File: src/rtl/fire_pkg.sv
// Shared types and sizing helpers for the fire-module conv sequencer.
// Holds the sequencer state enum plus tap-count and counter-width helpers.
package fire_pkg;

  typedef enum logic [2:0] {
    IDLE,
    ACCUM,
    DRAIN,
    EMIT,
    DONE
  } fire_seq_state_t;

  function automatic int taps_f(input int kd, input int chin);
    return kd * kd * chin;
  endfunction

  function automatic int cnt_w(input int n);
    return (n <= 2) ? 1 : $clog2(n);
  endfunction

endpackage

File: src/rtl/fire_lat_pipe.sv
// Parameterised 1-bit delay line (LAT register stages, LAT=0 is a wire).
// Ports: clk, rst (async active-low), d_i in, q_o delayed out.
module fire_lat_pipe #(
  parameter int LAT = 1
) (
  input  logic clk,
  input  logic rst,
  input  logic d_i,
  output logic q_o
);

  if (LAT == 0) begin : g_wire
    logic unused_clk_rst;
    assign unused_clk_rst = clk ^ rst;
    assign q_o = d_i;
  end else begin : g_pipe
    logic [LAT-1:0] sr_q;

    always_ff @(posedge clk or negedge rst) begin
      if (!rst) begin
        sr_q <= '0;
      end else begin
        sr_q <= LAT'({sr_q, d_i});
      end
    end

    assign q_o = sr_q[LAT-1];
  end

endmodule

File: src/rtl/fire_conv_sequencer.sv
// Control sequencer for one fire-module conv MAC array: weight-ROM walk,
// MAC enable/clear, ofm strobe, pixel count and finish/feedback handshake.
// Ports: clk, rst (async active-low), start, ifm_valid/ifm_ready,
// rom_addr, mac_en, mac_clr, ofm_valid/ofm_ready, pix_idx, busy,
// ram_feedback, finish.
// Build option FIRE_SEQ_BACKPRESSURE_EN: EMIT waits for ofm_ready;
// otherwise ofm_valid is a one-cycle pulse and ofm_ready is unused.
module fire_conv_sequencer
  import fire_pkg::*;
#(
  parameter  int WOUT       = 8,
  parameter  int CHIN       = 112,
  parameter  int KERNEL_DIM = 3,
  parameter  int ROM_LAT    = 1,
  parameter  int MAC_LAT    = 2,
  localparam int TAPS       = taps_f(KERNEL_DIM, CHIN),
  localparam int NPIX       = WOUT * WOUT,
  localparam int AW         = cnt_w(TAPS),
  localparam int PW         = cnt_w(NPIX + 1),
  localparam int DLAT       = ROM_LAT + MAC_LAT,
  localparam int DW         = cnt_w(DLAT)
) (
  input  logic          clk,
  input  logic          rst,
  input  logic          start,
  input  logic          ifm_valid,
  output logic          ifm_ready,
  output logic [AW-1:0] rom_addr,
  output logic          mac_en,
  output logic          mac_clr,
  output logic          ofm_valid,
  input  logic          ofm_ready,
  output logic [PW-1:0] pix_idx,
  output logic          busy,
  input  logic          ram_feedback,
  output logic          finish
);

  localparam logic [AW-1:0] LAST_TAP = AW'(TAPS - 1);
  localparam logic [PW-1:0] LAST_PIX = PW'(NPIX - 1);
  localparam logic [DW-1:0] DR_INIT  = DW'(DLAT - 1);

  fire_seq_state_t state_q, state_d;
  logic [AW-1:0]   tap_q, tap_d;
  logic [DW-1:0]   drain_q, drain_d;
  logic [PW-1:0]   pix_q, pix_d;
  logic            done_q, done_d;
  logic            fb_q, fb_d;
  logic            clr_q, clr_d;
  logic            ovld_q, ovld_d;
  logic            busy_q, busy_d;
  logic            fin_q, fin_d;
  logic            accept;
  logic            hs;

  assign ifm_ready = (state_q == ACCUM);
  assign accept    = ifm_valid && ifm_ready;

`ifdef FIRE_SEQ_BACKPRESSURE_EN
  assign hs = (state_q == EMIT) && ofm_ready;
`else
  logic unused_ofm_ready;
  assign unused_ofm_ready = ofm_ready;
  assign hs = (state_q == EMIT);
`endif

  always_comb begin
    state_d = state_q;
    tap_d   = tap_q;
    drain_d = drain_q;
    pix_d   = pix_q;
    done_d  = done_q;
    fb_d    = fb_q;
    unique case (state_q)
      IDLE: begin
        if (start) begin
          state_d = ACCUM;
          tap_d   = '0;
          pix_d   = '0;
        end
      end
      ACCUM: begin
        if (accept) begin
          if (tap_q == LAST_TAP) begin
            tap_d   = '0;
            drain_d = DR_INIT;
            state_d = DRAIN;
          end else begin
            tap_d = tap_q + 1'b1;
          end
        end
      end
      DRAIN: begin
        if (drain_q == '0) begin
          state_d = EMIT;
        end else begin
          drain_d = drain_q - 1'b1;
        end
      end
      EMIT: begin
        if (hs) begin
          if (pix_q == LAST_PIX) begin
            pix_d   = '0;
            done_d  = 1'b1;
            state_d = DONE;
          end else begin
            pix_d   = pix_q + 1'b1;
            state_d = ACCUM;
          end
        end
      end
      DONE: begin
        // start beats a same-cycle ram_feedback
        if (start) begin
          state_d = ACCUM;
          done_d  = 1'b0;
          fb_d    = 1'b0;
          tap_d   = '0;
          pix_d   = '0;
        end else if (ram_feedback && done_q) begin
          fb_d = 1'b1;
        end
      end
      default: state_d = IDLE;
    endcase

    busy_d = (state_d == ACCUM) || (state_d == DRAIN) ||
             (state_d == EMIT);
    ovld_d = (state_d == EMIT);
    clr_d  = hs;
    fin_d  = done_d && !fb_d;
  end

  always_ff @(posedge clk or negedge rst) begin
    if (!rst) begin
      state_q <= IDLE;
      tap_q   <= '0;
      drain_q <= '0;
      pix_q   <= '0;
      done_q  <= 1'b0;
      fb_q    <= 1'b0;
      clr_q   <= 1'b0;
      ovld_q  <= 1'b0;
      busy_q  <= 1'b0;
      fin_q   <= 1'b0;
    end else begin
      state_q <= state_d;
      tap_q   <= tap_d;
      drain_q <= drain_d;
      pix_q   <= pix_d;
      done_q  <= done_d;
      fb_q    <= fb_d;
      clr_q   <= clr_d;
      ovld_q  <= ovld_d;
      busy_q  <= busy_d;
      fin_q   <= fin_d;
    end
  end

  // accept strobe lines up with ROM data
  fire_lat_pipe #(
    .LAT (ROM_LAT)
  ) u_en_pipe (
    .clk (clk),
    .rst (rst),
    .d_i (accept),
    .q_o (mac_en)
  );

  assign rom_addr  = tap_q;
  assign mac_clr   = clr_q;
  assign ofm_valid = ovld_q;
  assign pix_idx   = pix_q;
  assign busy      = busy_q;
  assign finish    = fin_q;

endmodule
File: config.mk
export PLATFORM = sky130hd
export DESIGN_NAME = fire_conv_sequencer
export DESIGN_NICKNAME = d
export VERILOG_FILES = /design/src/rtl/fire_pkg.sv /design/src/rtl/fire_lat_pipe.sv /design/src/rtl/fire_conv_sequencer.sv
export SDC_FILE = /design/constraint.sdc
export NUM_CORES = 1
export LEC_CHECK = 0
export CORE_MARGIN = 2
export CORE_UTILIZATION = 48
export DETAILED_ROUTE_END_ITERATION = 8
export PLACE_DENSITY_LB_ADDON = 0.25
export REMOVE_ABC_BUFFERS = 1
export SETUP_SLACK_MARGIN = 0.2
export SYNTH_ARGS = -nofsm -noshare
export SYNTH_HDL_FRONTEND = slang
export SYNTH_SLANG_ARGS = --single-unit
File: constraint.sdc
create_clock -name clk -period 3.5 [get_ports clk]
set_input_delay 0.875 -clock clk [delete_from_list [all_inputs] [get_ports clk]]
set_output_delay 0.875 -clock clk [all_outputs]
set_load 0.1 [all_outputs]
Yosys cells after proc, flatten, opt, wreduce, memory -nomap -nowiden
Index checks and enable logic that the tools add are counted.

Bits of input ports: 6. Output and inout bits: 23. Register bits: 29. Logic and storage cells: 65.

Eq/ne operators: 13. Reductions and logical operators: 15. Add/sub/neg operators: 3. Mux-type cells: 23.

Operators by type and width (count): $mux W10 (3); $pmux W10 S2 (1); $mux W3 (5); $mux W7 (2); $pmux W7 S2 (1); $eq A3 B2 Y1 const B (4); $pmux W3 S4 (1); $add A10 B1 Y10 const B (1); $eq A10 B10 Y1 const B (1); $add A7 B1 Y7 const B (1); $eq A7 B6 Y1 const B (1); $eq A3 B1 Y1 const B (2); $mux W2 (3); $ne A2 B1 Y1 const B (3); $reduce_bool A2 Y1 (3); $mux W1 (5); $pmux W2 S2 (1); $reduce_and A4 Y1 (1); $eq A3 B3 Y1 const B (1); $logic_and A1 B1 Y1 (3); $logic_not A3 Y1 (1); $reduce_and A3 Y1 (1); $logic_not A2 Y1 (1); $logic_or A1 B1 Y1 (2); 6 further kinds (6).

Depth between registers and ports, before layout
Gate-level depths: netlist of the first run.

Depth in word-level cells: 7. Mapped depth: 6. Mapped depth without buffers: 6.

Cells and area by module
A second synthesis of the first run with hierarchy kept.

Cell total of the unflattened synthesis: 139. Area total of the unflattened synthesis: 1397.6 um^2.

Modules (own cells, without submodules): fire_conv_sequencer (times used 1, cells an instance 138, sequential area each 700.7 um^2, area an instance 1372.6 um^2); fire_lat_pipe (times used 1, cells an instance 1, sequential area each 25.0 um^2, area an instance 25.0 um^2).

Least setup slack after synthesis of the first run
Ideal clock, no wire load.

Path type: register -> output. From: register state_q[0]. To: output port ifm_ready. Cell stages (with the launch flop): 4. Buffers on the path: 1. Arrival time: 1887 ps. Setup slack: 738 ps. Required time: 2625 ps. Path through: dfrtp_1 clkbuf_1 nand2b_1 nor2_1.

Word-level cells in the longest chain between the ends: 1.

RTL lines: start: declaration (RTL line fire_conv_sequencer.sv:43) `fire_seq_state_t state_q, state_d;`; start signal: assignment (RTL line fire_conv_sequencer.sv:147) `state_q <= state_d;`; $eq A3 B1 Y1 (RTL line fire_conv_sequencer.sv:56) `assign ifm_ready = (state_q == ACCUM);`; end: declaration (RTL line fire_conv_sequencer.sv:27) `output logic ifm_ready,`.

Every way passes these cells.

Final worst setup path of the first run
From: input port start. To: register tap_q[7] (netlist: rom_addr[7]).

Word-level cells in the longest chain between the ends: 2.

RTL lines: start: declaration (RTL line fire_conv_sequencer.sv:25) `input logic start,`; $ne A2 B1 Y1 (no line); $reduce_and A3 Y1 (no line); end signal: assignment (RTL line fire_conv_sequencer.sv:148) `tap_q <= tap_d;`; end: declaration (RTL line fire_conv_sequencer.sv:44) `logic [AW-1:0] tap_q, tap_d;`.

Every way passes these cells. A chain may end at the register's enable or synchronous reset.

==> flow_summary.toml, run 1 <==
[synth]
synth_cells = 142
yosysMostFrequentCell = "dfrtp_1"
async_reset_ff_share_pct = 100
avgSynthCellArea_um2 = 10.2
ys_ff_latch = 29
synth.area.top_cells = "dfrtp_1 (50%), nor2_1 (4.1%), o21ai_0 (3.8%)"
synthFlopType = "dfrtp_1"
syn_area_um2 = 1450
ys.warnings.count = 0
yosys.area.top_type = "dfrtp_1"
synth_enable_flop_cells = 0
ys_top_cells_by_count = "dfrtp_1 (29), nor2_1 (16), o21ai_0 (11)"
yosysSeqAreaShare_pct = 50.1
yosysTopAreaCellShare_pct = 50.1
yosys.cell_types.count = 44

[timing]
max_freq_ghz = 0.404
finalSetupViolations = 0
hold_violations = 0
worst_pin_slew_ps = 556
fin_setup_tns_ps = 0
slew-limit-headroom_pct = 62.9
post-route-min-period_ps = 2470
slew_viol_final = 0
rsz0062_at_grt = "false"
post-route-period-util_pct = 70.7
skew_ps = 6.36
setup_ws_ps = 1030

[critical_path]
startpoint = "start"
worstPathMaxFanout = 8
rrSetupSlack_ps = 1450
crit_end = "rom_addr[7]$_DFFE_PN0P_"
reg2reg_from = "rom_addr[0]$_DFFE_PN0P_"
end_kind = "register"
start_kind = "input pin"
required_ps = 3700
ff2ff_path_depth = 5
arrival_ps = 2680
critPathKind = "in2reg"
reg2reg_to = "rom_addr[7]$_DFFE_PN0P_"

[floorplan]
coreArea_um2 = 2810
initial_core_util_pct = 51.6
ioPinCount = 29
die_width_um = 58.9
die_area_um2 = 3470
rows = 19
die_h_um = 58.9

[layout]
multi_input_area_um2 = 678
seq_area_um2 = 726
drive_above_1_share_pct = 24.7
final_nets = 182
final_util_pct = 62.0
area_growth_pct = 20.2
fill_cells = 249
n_antenna_cell = 0

[cts]
clk_pin_slew_worst_paths_ps = 90
numClockSinks = 29
cts_buffers = 5
cts_root_buf = "clkbuf_4"
cts_buffer_depth = 2
worstSkewPairLatency_ps = 330
htreeDepth = 2
cts_tree = "done"
cts-hold-fix-buffers = 0
post_cts_buffers = 0
cts_resized = 0

[grt]
grt.overflow.total = 0
grt_util_all_layers_pct = 19.9
grt_pass1_wl_mm = 5.21
grt_pass1_vias = 1158
antenna_found_initial = 0
grt_max_degree = 30

[detailed_routing]
viasPerCell = 5.89
wire_per_inst_um = 14.8
num_vias = 1207
ant_nets = 0
highest_layer = "met4"
wl_met1_mm = 1.43
wl_met2_mm = 1.42
wl_met3_um = 125
route.detailed.drc = 1
first_pass_iters = 7
wl_mm = 3.03
detail_route.iter0.violations = 42

[placement]
gp_congestion = 0.783
io_buffers = 27
hpwl_mm = 2.14
pre_cts_slack_ps = 684

[power_and_ir_drop]
power_density_nw_per_um2 = 631
ir_worst_vdd_uv = 693
p_leak_uw = 0.000762

[run_status]
outcome = "finished with violations"
violations = "design-rule violations"

[run]
maxCapViolCount = 0

[hold_path]
min_path_type = "reg2reg"
[sequential cells by signal, indices dropped and copies added (netlist names), 2 cells and up]
| signal | count |
|---|---|
| pix_idx | 7 |
| rom_addr | 10 |
| drain_q | 2 |
| state_q | 3 |
[power by group]
| group | switching [uW] | leakage, uW | internal [uW] |
|---|---|---|---|
| registers | 60.1 | 0.000355 | 377 |
| logic | 368 | 0.000375 | 99.0 |
| clock network | 118 | 0.0000320 | 76.3 |
[logic make-up after synthesis]
family	count (synthesis)	synth area share (%)
buf+inv	11	3.02
compound gates	41	19.5
fa+ha+maj	3	2.59
simple gates	53	21.7
xor+xnor	5	3.02
flops	29	50.1
[how the worst min path moves through the flow]
stage                           startpoint                      to  slack (ps)  depth (start not counted)
floorplan           drain_q[0]$_DFFE_PN0P_  drain_q[0]$_DFFE_PN0P_         450                          1
global route        drain_q[0]$_DFFE_PN0P_  drain_q[0]$_DFFE_PN0P_         550                          1
finish              drain_q[0]$_DFFE_PN0P_  drain_q[0]$_DFFE_PN0P_         520                          1
CTS                 drain_q[0]$_DFFE_PN0P_  drain_q[0]$_DFFE_PN0P_         540                          1
global placement    drain_q[0]$_DFFE_PN0P_  drain_q[0]$_DFFE_PN0P_         470                          1
detailed placement  drain_q[0]$_DFFE_PN0P_  drain_q[0]$_DFFE_PN0P_         530                          1
[stage by stage]
| step | cells | total power [uW] | hold WS [ps] | cell area [um^2] |
|---|---|---|---|---|
| after CTS | 205 | 1100 | 540 | 1740 |
| after global placement | 197 | 906 | 472 | 1690 |
| after global routing | 205 | 1140 | 547 | 1740 |
| after detailed placement | 197 | 912 | 527 | 1690 |
| after floorplan | 138 | 802 | 449 | 1430 |
| final | 205 | 1100 | 525 | 1740 |
[per-layer routing]
layer,vias to the layer above,GRT usage [%]
met4,0,11.4
met1,586,26.1
met5,-,0
met3,6,4.18
met2,24,30.6
li1,591,-
[area by class of cell]
class | count | share of cell area, %
Tap cell | 31 | 2.23
Clock buffer | 6 | 2.37
Timing Repair Buffer | 28 | 12.7
Multi-Input combinational cell | 102 | 39.0
Clock inverter | 2 | 0.575
Inverter | 7 | 1.51
Sequential cell | 29 | 41.7
[cell usage in the layout, fill, tap and decap left out, types with 2 or more instances in the layout]
cell,instances
xor2_1,4
and3_1,2
buf_4,24
nor2b_1,3
nand3b_1,5
o21ai_0,11
clkdlybuf4s50_1,4
dfrtp_1,29
ha_1,3
nand2b_1,2
clkinv_2,2
a32o_1,2
a31oi_1,6
nand4_1,2
o211ai_1,4
nor2_1,16
a41oi_1,2
nand3_1,3
clkbuf_4,5
nand2_1,6
o31ai_1,3
and2_1,2
a21oi_1,5
inv_1,6
[worst max-delay path: stages]
cell,delay [ps]
clkdlybuf4s50_1,520
nor3b_2,480
nor2_1,170
a21oi_1,480
o21bai_1,140
Note: power is estimated with default switching activity, not from simulation.
==> inputs of run 2 (changes only) <==
--- a/config.mk
+++ b/config.mk
@@ -6,7 +6,7 @@
 export NUM_CORES = 1
 export LEC_CHECK = 0
 export CORE_MARGIN = 2
-export CORE_UTILIZATION = 48
+export CORE_UTILIZATION = 45
 export DETAILED_ROUTE_END_ITERATION = 8
 export PLACE_DENSITY_LB_ADDON = 0.25
 export REMOVE_ABC_BUFFERS = 1
==> constraint.sdc (replaced) <==
create_clock -name clk -period 2 [get_ports clk]
set_input_delay 0.5 -clock clk [delete_from_list [all_inputs] [get_ports clk]]
set_output_delay 0.5 -clock clk [all_outputs]
set_load 0.1 [all_outputs]
==> flow_summary.toml, run 2 (synthesis results as in run 1) <==
[floorplan]
initial_core_util_pct = 47.4
die_area_um2 = 3690
rows = 20
die_h_um = 60.7
ioPinCount = 29
die_width_um = 60.7
coreArea_um2 = 3050

[detailed_routing]
first_pass_iters = 4
route.detailed.drc = 0
wire_per_inst_um = 14.6
num_vias = 1351
wl_mm = 3.55
viasPerCell = 5.56
ant_nets = 0
detail_route.iter0.violations = 37

[placement]
hpwl_mm = 2.48
io_buffers = 27
gp_congestion = 0.807

[hold_path]
min_path_type = "reg2reg"

[cts]
clk_pin_slew_worst_paths_ps = 80
cts-hold-fix-buffers = 0
cts_root_buf = "clkbuf_4"
cts_buffers = 5
worstSkewPairLatency_ps = 330
cts_tree = "done"
numClockSinks = 29
htreeDepth = 2
cts_buffer_depth = 2

[power_and_ir_drop]
p_switching_uw = 1020
p_sw_share_pct = 44.9
power.internal_uw = 1260
p_clk_share_pct = 14.8
power_uw = 2280
power_density_nw_per_um2 = 1030
p_leak_uw = 0.000947
power_frac_comb_pct = 53.5
ir_worst_vdd_uv = 1260
seqPwrFrac_pct = 31.7

[critical_path]
arrival_ps = 2010
critical_path.max_stage_delay_ps = 520
critPathKind = "reg2reg"
end_kind = "register"
cp_slowest_cell = "or4_4"
required_ps = 2250
crit_chain = "nand3b_1 -> or4_4 -> a211oi_4 -> inv_2 -> a221oi_2"
worstPathMaxFanout = 3
start_kind = "register"

[timing]
finalSetupViolations = 0
post-route-min-period_ps = 1750
max_freq_ghz = 0.570
rsz0062_at_grt = "true"
worst_pin_slew_ps = 480
hold_violations = 0
slew_viol_final = 0
skew_ps = 2.23
slew-limit-headroom_pct = 67.9
post-route-period-util_pct = 87.7

[layout]
drive_above_1_share_pct = 37.7
area_growth_pct = 52.5
final_util_pct = 72.3
final_nets = 207
final_common_cell = "buf_4"
fill_cells = 230
n_antenna_cell = 0
largest_reg_flops = 10
layout_common_cells = "buf_4 (31), dfrtp_1 (25), buf_12 (18)"

[grt]
grt_pass1_wl_mm = 5.69
grt_max_degree = 30
grt.overflow.total = 0
grt_pass1_vias = 1267
antenna_found_initial = 0
grt_util_all_layers_pct = 21.3

[run]
maxCapViolCount = 0

[run_status]
outcome = "finished clean"
run 2: critical path, delay by kind of cell (launching register included):
kind | cells | cell delay (ps)
simple gates | 2 | 720
compound gates | 2 | 510
flops | 1 | 390
buf+inv | 1 | 70
run 2: repair_timing:
action,in CTS,in global routing
pin swaps,1,2
buffers inserted,2,6
setup endpoints to repair,3,3
gates resized for setup,6,5
run 2: per-stage QoR:
step	setup TNS (ps)	worst slack [ps]	instance area, um^2	std cells	hold slack [ps]
2_1_floorplan	-5970	-482	1430	138	204
3_3_place_gp	-1.22	-1.22	2060	227	469
3_5_place_dp	0	11.0	2060	227	474
4_1_cts	0	202	2140	237	490
5_1_grt	0	168	2210	243	530
6_report	0	246	2210	243	494
run 2: power by group through the flow:
stage / combinational [uW] / sequential, uW / clock, uW
after floorplan: 127 / 1280 / 0
after global placement: 1180 / 725 / 0
after detailed placement: 1190 / 730 / 0
after CTS: 1190 / 719 / 343
after global routing: 1270 / 730 / 373
final: 1220 / 723 / 337
run 2: path summary, 6_finish.rpt:
check | startpoint | to | slack, ps | cells after the start
worst max-delay path | rom_addr[4]$_DFFE_PN0P_ | drain_q[1]$_DFFE_PN0P_ | 250 | 5
worst max register to register | rom_addr[4]$_DFFE_PN0P_ | drain_q[1]$_DFFE_PN0P_ | 250 | 5
min in group asynchronous | rst | mac_clr$_DFF_PN0_ | 540 | 2
max in group asynchronous | rst | rom_addr[8]$_DFFE_PN0P_ | 1170 | 2
worst min register to register | drain_q[0]$_DFFE_PN0P_ | drain_q[0]$_DFFE_PN0P_ | 490 | 1
worst min-delay path | drain_q[0]$_DFFE_PN0P_ | drain_q[0]$_DFFE_PN0P_ | 490 | 1
run 2: layer usage:
layer | vias up | routed length [um] | track usage, %
met4 | 0 | 32 | 8.39
met3 | 3 | 230 | 7.04
met1 | 661 | 1520 | 26.8
met2 | 50 | 1770 | 34.1
met5 | - | 0 | 0
li1 | 637 | - | -
run 2: area by class of cell:
| cell class | count | area (um^2) | share of cell area, % |
|---|---|---|---|
| flip-flops and latches | 29 | 731 | 33.1 |
| multi-input cells | 102 | 713 | 32.3 |
| repair buffers | 53 | 633 | 28.7 |
| well taps | 44 | 55.1 | 2.49 |
| clock buffers | 8 | 48.8 | 2.21 |
| inverters | 7 | 26.3 | 1.19 |
==> inputs of run 3 (changes only) <==
--- a/config.mk
+++ b/config.mk
@@ -5,8 +5,10 @@
 export SDC_FILE = /design/constraint.sdc
 export NUM_CORES = 1
 export LEC_CHECK = 0
-export CORE_MARGIN = 2
-export CORE_UTILIZATION = 45
+export CELL_PAD_IN_SITES_DETAIL_PLACEMENT = 0
+export CELL_PAD_IN_SITES_GLOBAL_PLACEMENT = 1
+export CORE_MARGIN = 5
+export CORE_UTILIZATION = 35
 export DETAILED_ROUTE_END_ITERATION = 8
 export PLACE_DENSITY_LB_ADDON = 0.25
 export REMOVE_ABC_BUFFERS = 1
@@ -14,3 +16,4 @@
 export SYNTH_ARGS = -nofsm -noshare
 export SYNTH_HDL_FRONTEND = slang
 export SYNTH_SLANG_ARGS = --single-unit
+export TNS_END_PERCENT = 10
==> flow_summary.toml, run 3 (synthesis results as in run 1) <==
[run_status]
outcome = "finished clean"

[layout]
drive_above_1_share_pct = 37.4
largest_reg_flops = 10
final_cells = 245
final_util_pct = 55.5
final_common_cell = "buf_4"
n_antenna_cell = 0
layout_common_cells = "buf_4 (28), dfrtp_1 (24), buf_12 (18)"
final_nets = 204
area_growth_pct = 53.2

[power_and_ir_drop]
power_uw = 2390
power_density_nw_per_um2 = 1080
p_switching_uw = 1030
p_sw_share_pct = 43.0
power_frac_comb_pct = 49.0
p_clk_share_pct = 20.2
p_leak_uw = 0.000951
seqPwrFrac_pct = 30.8
ir_worst_vdd_uv = 960
power.internal_uw = 1360

[cts]
htreeDepth = 2
cts_buffer_depth = 2
cts_tree = "done"
worstSkewPairLatency_ps = 280
cts-hold-fix-buffers = 0
clk_pin_slew_worst_paths_ps = 60
cts_buffers = 5
cts_root_buf = "clkbuf_8"
numClockSinks = 29

[critical_path]
arrival_ps = 1250
startpoint = "state_q[2]$_DFF_PN0_"
critPathKind = "reg2out"
required_ps = 1500
ff2ff_path_depth = 6
cp_num_buf_inv = 1
reg2reg_from = "rom_addr[0]$_DFFE_PN0P_"
end_kind = "primary output"
cp_slowest_cell = "dfrtp_2"
worstPathMaxFanout = 8
reg2reg_to = "drain_q[1]$_DFFE_PN0P_"
start_kind = "register"
rrSetupSlack_ps = 280
crit_chain = "nand2b_1 -> nor2_2 -> buf_12"
critical_path.max_stage_delay_ps = 450
cp_top_family = "flip-flops"

[timing]
post-route-period-util_pct = 87.7
max_freq_ghz = 0.570
skew_ps = 1.68
hold_ws_ps = 478
slew_viol_final = 0
rsz0062_at_grt = "true"
finalSetupViolations = 0
slew-limit-headroom_pct = 68.5
hold_violations = 0
worst_pin_slew_ps = 470
post-route-min-period_ps = 1750

[run]
maxCapViolCount = 0

[detailed_routing]
detail_route.iter0.violations = 99
viasPerCell = 5.29
first_pass_iters = 4
wl_mm = 3.59
route.detailed.drc = 0
ant_nets = 0
num_vias = 1295
wire_per_inst_um = 14.7

[placement]
io_buffers = 27
hpwl_mm = 2.60
gp_congestion = 0.772
dp_cells = 234

[grt]
grt.overflow.total = 0
antenna_found_initial = 0
grt_pass1_wl_mm = 6.11
grt_max_degree = 30
grt_util_all_layers_pct = 14.5
grt_pass1_vias = 1258

[floorplan]
coreArea_um2 = 4000
die_width_um = 74.3
initial_core_util_pct = 36.2
die_h_um = 74.3
rows = 23
die_area_um2 = 5520
ioPinCount = 29

[hold_path]
min_to = "drain_q[0]$_DFFE_PN0P_"
min_path_type = "reg2reg"
min_from = "drain_q[0]$_DFFE_PN0P_"
min_path_cells = 1
==> run 3: changes by cell type in the layout (fill, tap and decap cells not counted), sizes merged <==
cell,change
buf,-3
clkbuf,-1
==> run 3: final cells by class <==
class,instances,area [um^2]
fillers,357,1780
multi-input cells,102,701
clock buffers,7,86.3
flip-flops and latches,29,732
well taps,50,62.6
inverters,7,26.3
repair buffers,50,611
==> run 3: worst max-delay path by stage <==
stage	end	slack [ps]	cells past startpoint
finish	ifm_ready	250	3
global route	drain_q[1]$_DFFE_PN0P_	130	6
CTS	drain_q[1]$_DFFE_PN0P_	180	4
detailed placement	rom_addr[9]$_DFFE_PN0P_	-1	5
global placement	rom_addr[9]$_DFFE_PN0P_	3	5
floorplan	drain_q[1]$_DFFE_PN0P_	-480	6
==> run 3: worst register-to-register path, stage by stage (launching register included) <==
cell	delay, ps
dfrtp_1	360
ha_1	180
nand3_1	100
or4_4	440
a211oi_4	270
inv_2	60
a221oi_2	230
==> run 3: repair_timing <==
| action | 4_1_cts | 5_1_grt |
|---|---|---|
| setup buffers | 1 | 3 |
| resized for setup | 3 | 7 |
| pin swaps | 1 | 2 |
| endpoints found under the setup margin | 3 | 4 |
==> run 3: power by group through the flow <==
stage,clock network (uW),logic [uW],registers [uW]
finish,483,1170,736
global route,532,1220,746
CTS,500,1170,732
detailed placement,0,1170,741
global placement,0,1160,739
floorplan,0,127,1280
==> run 3: stage by stage <==
| stage | TNS [ps] | cell area, um^2 | worst slack [ps] |
|---|---|---|---|
| CTS | 0 | 2180 | 182 |
| detailed placement | -1.00 | 2070 | -1.00 |
| finish | 0 | 2220 | 247 |
| global route | 0 | 2220 | 130 |
| global placement | 0 | 2070 | 3.50 |
| floorplan | -5970 | 1430 | -482 |
==> run 3: layer usage <==
layer  up-vias  GRT usage (%)  part of all wire (%)
met3         6           5.68                   7.1
met1       625           19.7                    46
met4         0           4.74                   1.5
li1        631              -                     -
met5         -              0                     0
met2        33           21.2                    46
==> variant: new RTL, flow settings as in run 2 <==
`CHIN`: 112 -> 224.
--- a/src/rtl/fire_conv_sequencer.sv
+++ b/src/rtl/fire_conv_sequencer.sv
@@ -10,5 +10,5 @@
 #(
   parameter  int WOUT       = 8,
-  parameter  int CHIN       = 112,
+  parameter  int CHIN       = 224,
   parameter  int KERNEL_DIM = 3,
   parameter  int ROM_LAT    = 1,
Ports: changed (resized rom_addr); port bits go from 29 to 30. No check against the original RTL was run, so the function may have changed too.
==> variant against run 2 <==
- sequential cell count is 1 higher
- die area is 3.4% higher
- clock skew is 0.0026 ns higher
- count of clock-buffer cells in the layout is 1 lower
- final cell count is 1.6% higher
- power is 1.8% higher
- worst setup slack worse by 0.070 ns
- critical path depth is 1 lower
- routed wire length is 11% higher
- area after synthesis is 3.6% higher
- design area is 4.0% higher
- critical endpoint is now ifm_ready
- largest cell class unchanged
==> variant: results (changes against run 2) <==
status completed; 1st-pass router iterations 5 (+1); xor/xnor share of the synthesized area 1.168% (-1.9 points); Slowest cell on crit path dfrtp_1; Worst Skew 0.004817 ns (+0.002583 ns); core area 3103 um^2 (+1.6%); WL per Instance 15.96 um (+9.2%); Hold Crit Depth 1 (unchanged); sequential share of cell area 32.81% (-0.30 points); Synth Area in Compound Gates 21.18% (+1.7 points); met2 routed WL 2062 um (+17%); final wirelength 3943 um (+11%); Total GRT Usage 23.28% (+2.0 points); dpl cell area 2140 um^2 (+4.0%); met3 Track Usage GR 6.418% (-0.62 points); Largest register FFs 11 (+1); Setup crit start state_q[1]; Worst Setup EP ifm_ready; Worst IR Drop VDD 0.001117 V (-11%); register bit total from synthesis 30 (+3.4%); cells after synthesis 146 (+2.8%); first-pass GRT wire length 6375 um (+12%); hpwl dp 2908 um (+17%); Critical Path Fanout Max 2 (-1); Area Overhead vs Synth 53.04%; launching point of the worst reg2reg path rom_addr[2]; P_int 1.267 mW (+0.84%); layout cell share with drive strength beyond 1 37.93% (+0.24 points); post-synthesis sequential area ratio 50.04% (-0.088 points); Leak 0.9741 nW (+2.9%); nonclk inv count 6 (-1); Slew headroom 73.24% (+5.4 points); clock network share of area 2.616% (+0.40 points); comb_multi_in 106 (+3.9%); CP delay by family, top buffers and inverters; Iter 0 DRT Violations 78 (+110%); slowest stage delay, CP 0.41 ns (-0.11 ns); Synth cell types 46 (+4.5%); dominant cells by area after synthesis dfrtp_1 (50%), o21ai_0 (4.0%), ha_1 (2.5%); HP Class reg -> reg; Data buffer area share 28.50% (-0.18 points); worst path arrival time 1.32 ns (-0.69 ns); synth cell count leaders dfrtp_1 (30), o21ai_0 (12), nand2_1 (8), nor2_1 (8), a21oi_1 (7); GR Util met1 28.61% (+1.8 points); clkbuf count 7 (-1); Place WS -0.2152 ns (-0.2261 ns); Synth Area in Adders 2.502% (-0.091 points); metal3 WL 248 um (+7.8%); Final Critical Period 1.824 ns (+0.06984 ns); footprint of the multi-input gates 750.7 um^2 (+5.3%); routability cong. 0.8204 (+1.7%); Final #Nets 211 (+1.9%); Fillers 248 (+7.8%); wl on met1 1582 um (+4.0%); largest net degree at the start of global routing 31 (+3.3%); PortBufs 28 (+3.7%); vias in the first global route 1,391 (+9.8%); met2 Resource Use GR 39.70% (+5.6 points); Via density 5.688 (+2.3%); dpl cells 233 (+2.6%)
[variant: changes by cell type in the layout (fill, tap and decap cells not counted), moves of 3 or more]
cell      delta
nor2_1       -7
a21oi_2      +4
dfrtp_1      +3
nand3_1      +3
nand4_1      +3
o211ai_1     -3
or3_1        +3
xor2_1       -3
[variant: power groups by stage]
stage	Clock [mW]	Sequential, mW	Combinational, mW
after floorplan	0	1.31	0.119
after global routing	0.420	0.801	1.19
after detailed placement	0	0.791	1.12
after CTS	0.387	0.780	1.12
final	0.383	0.789	1.15
after global placement	0	0.778	1.10
[variant: timing repair]
item,4_1_cts,5_1_grt
pin swaps,4,6
resized for setup,6,7
endpoints found under the hold margin,0,0
endpoints found under the setup margin,3,11
cloned,0,0
setup buffers,2,4
hold buffers,0,0
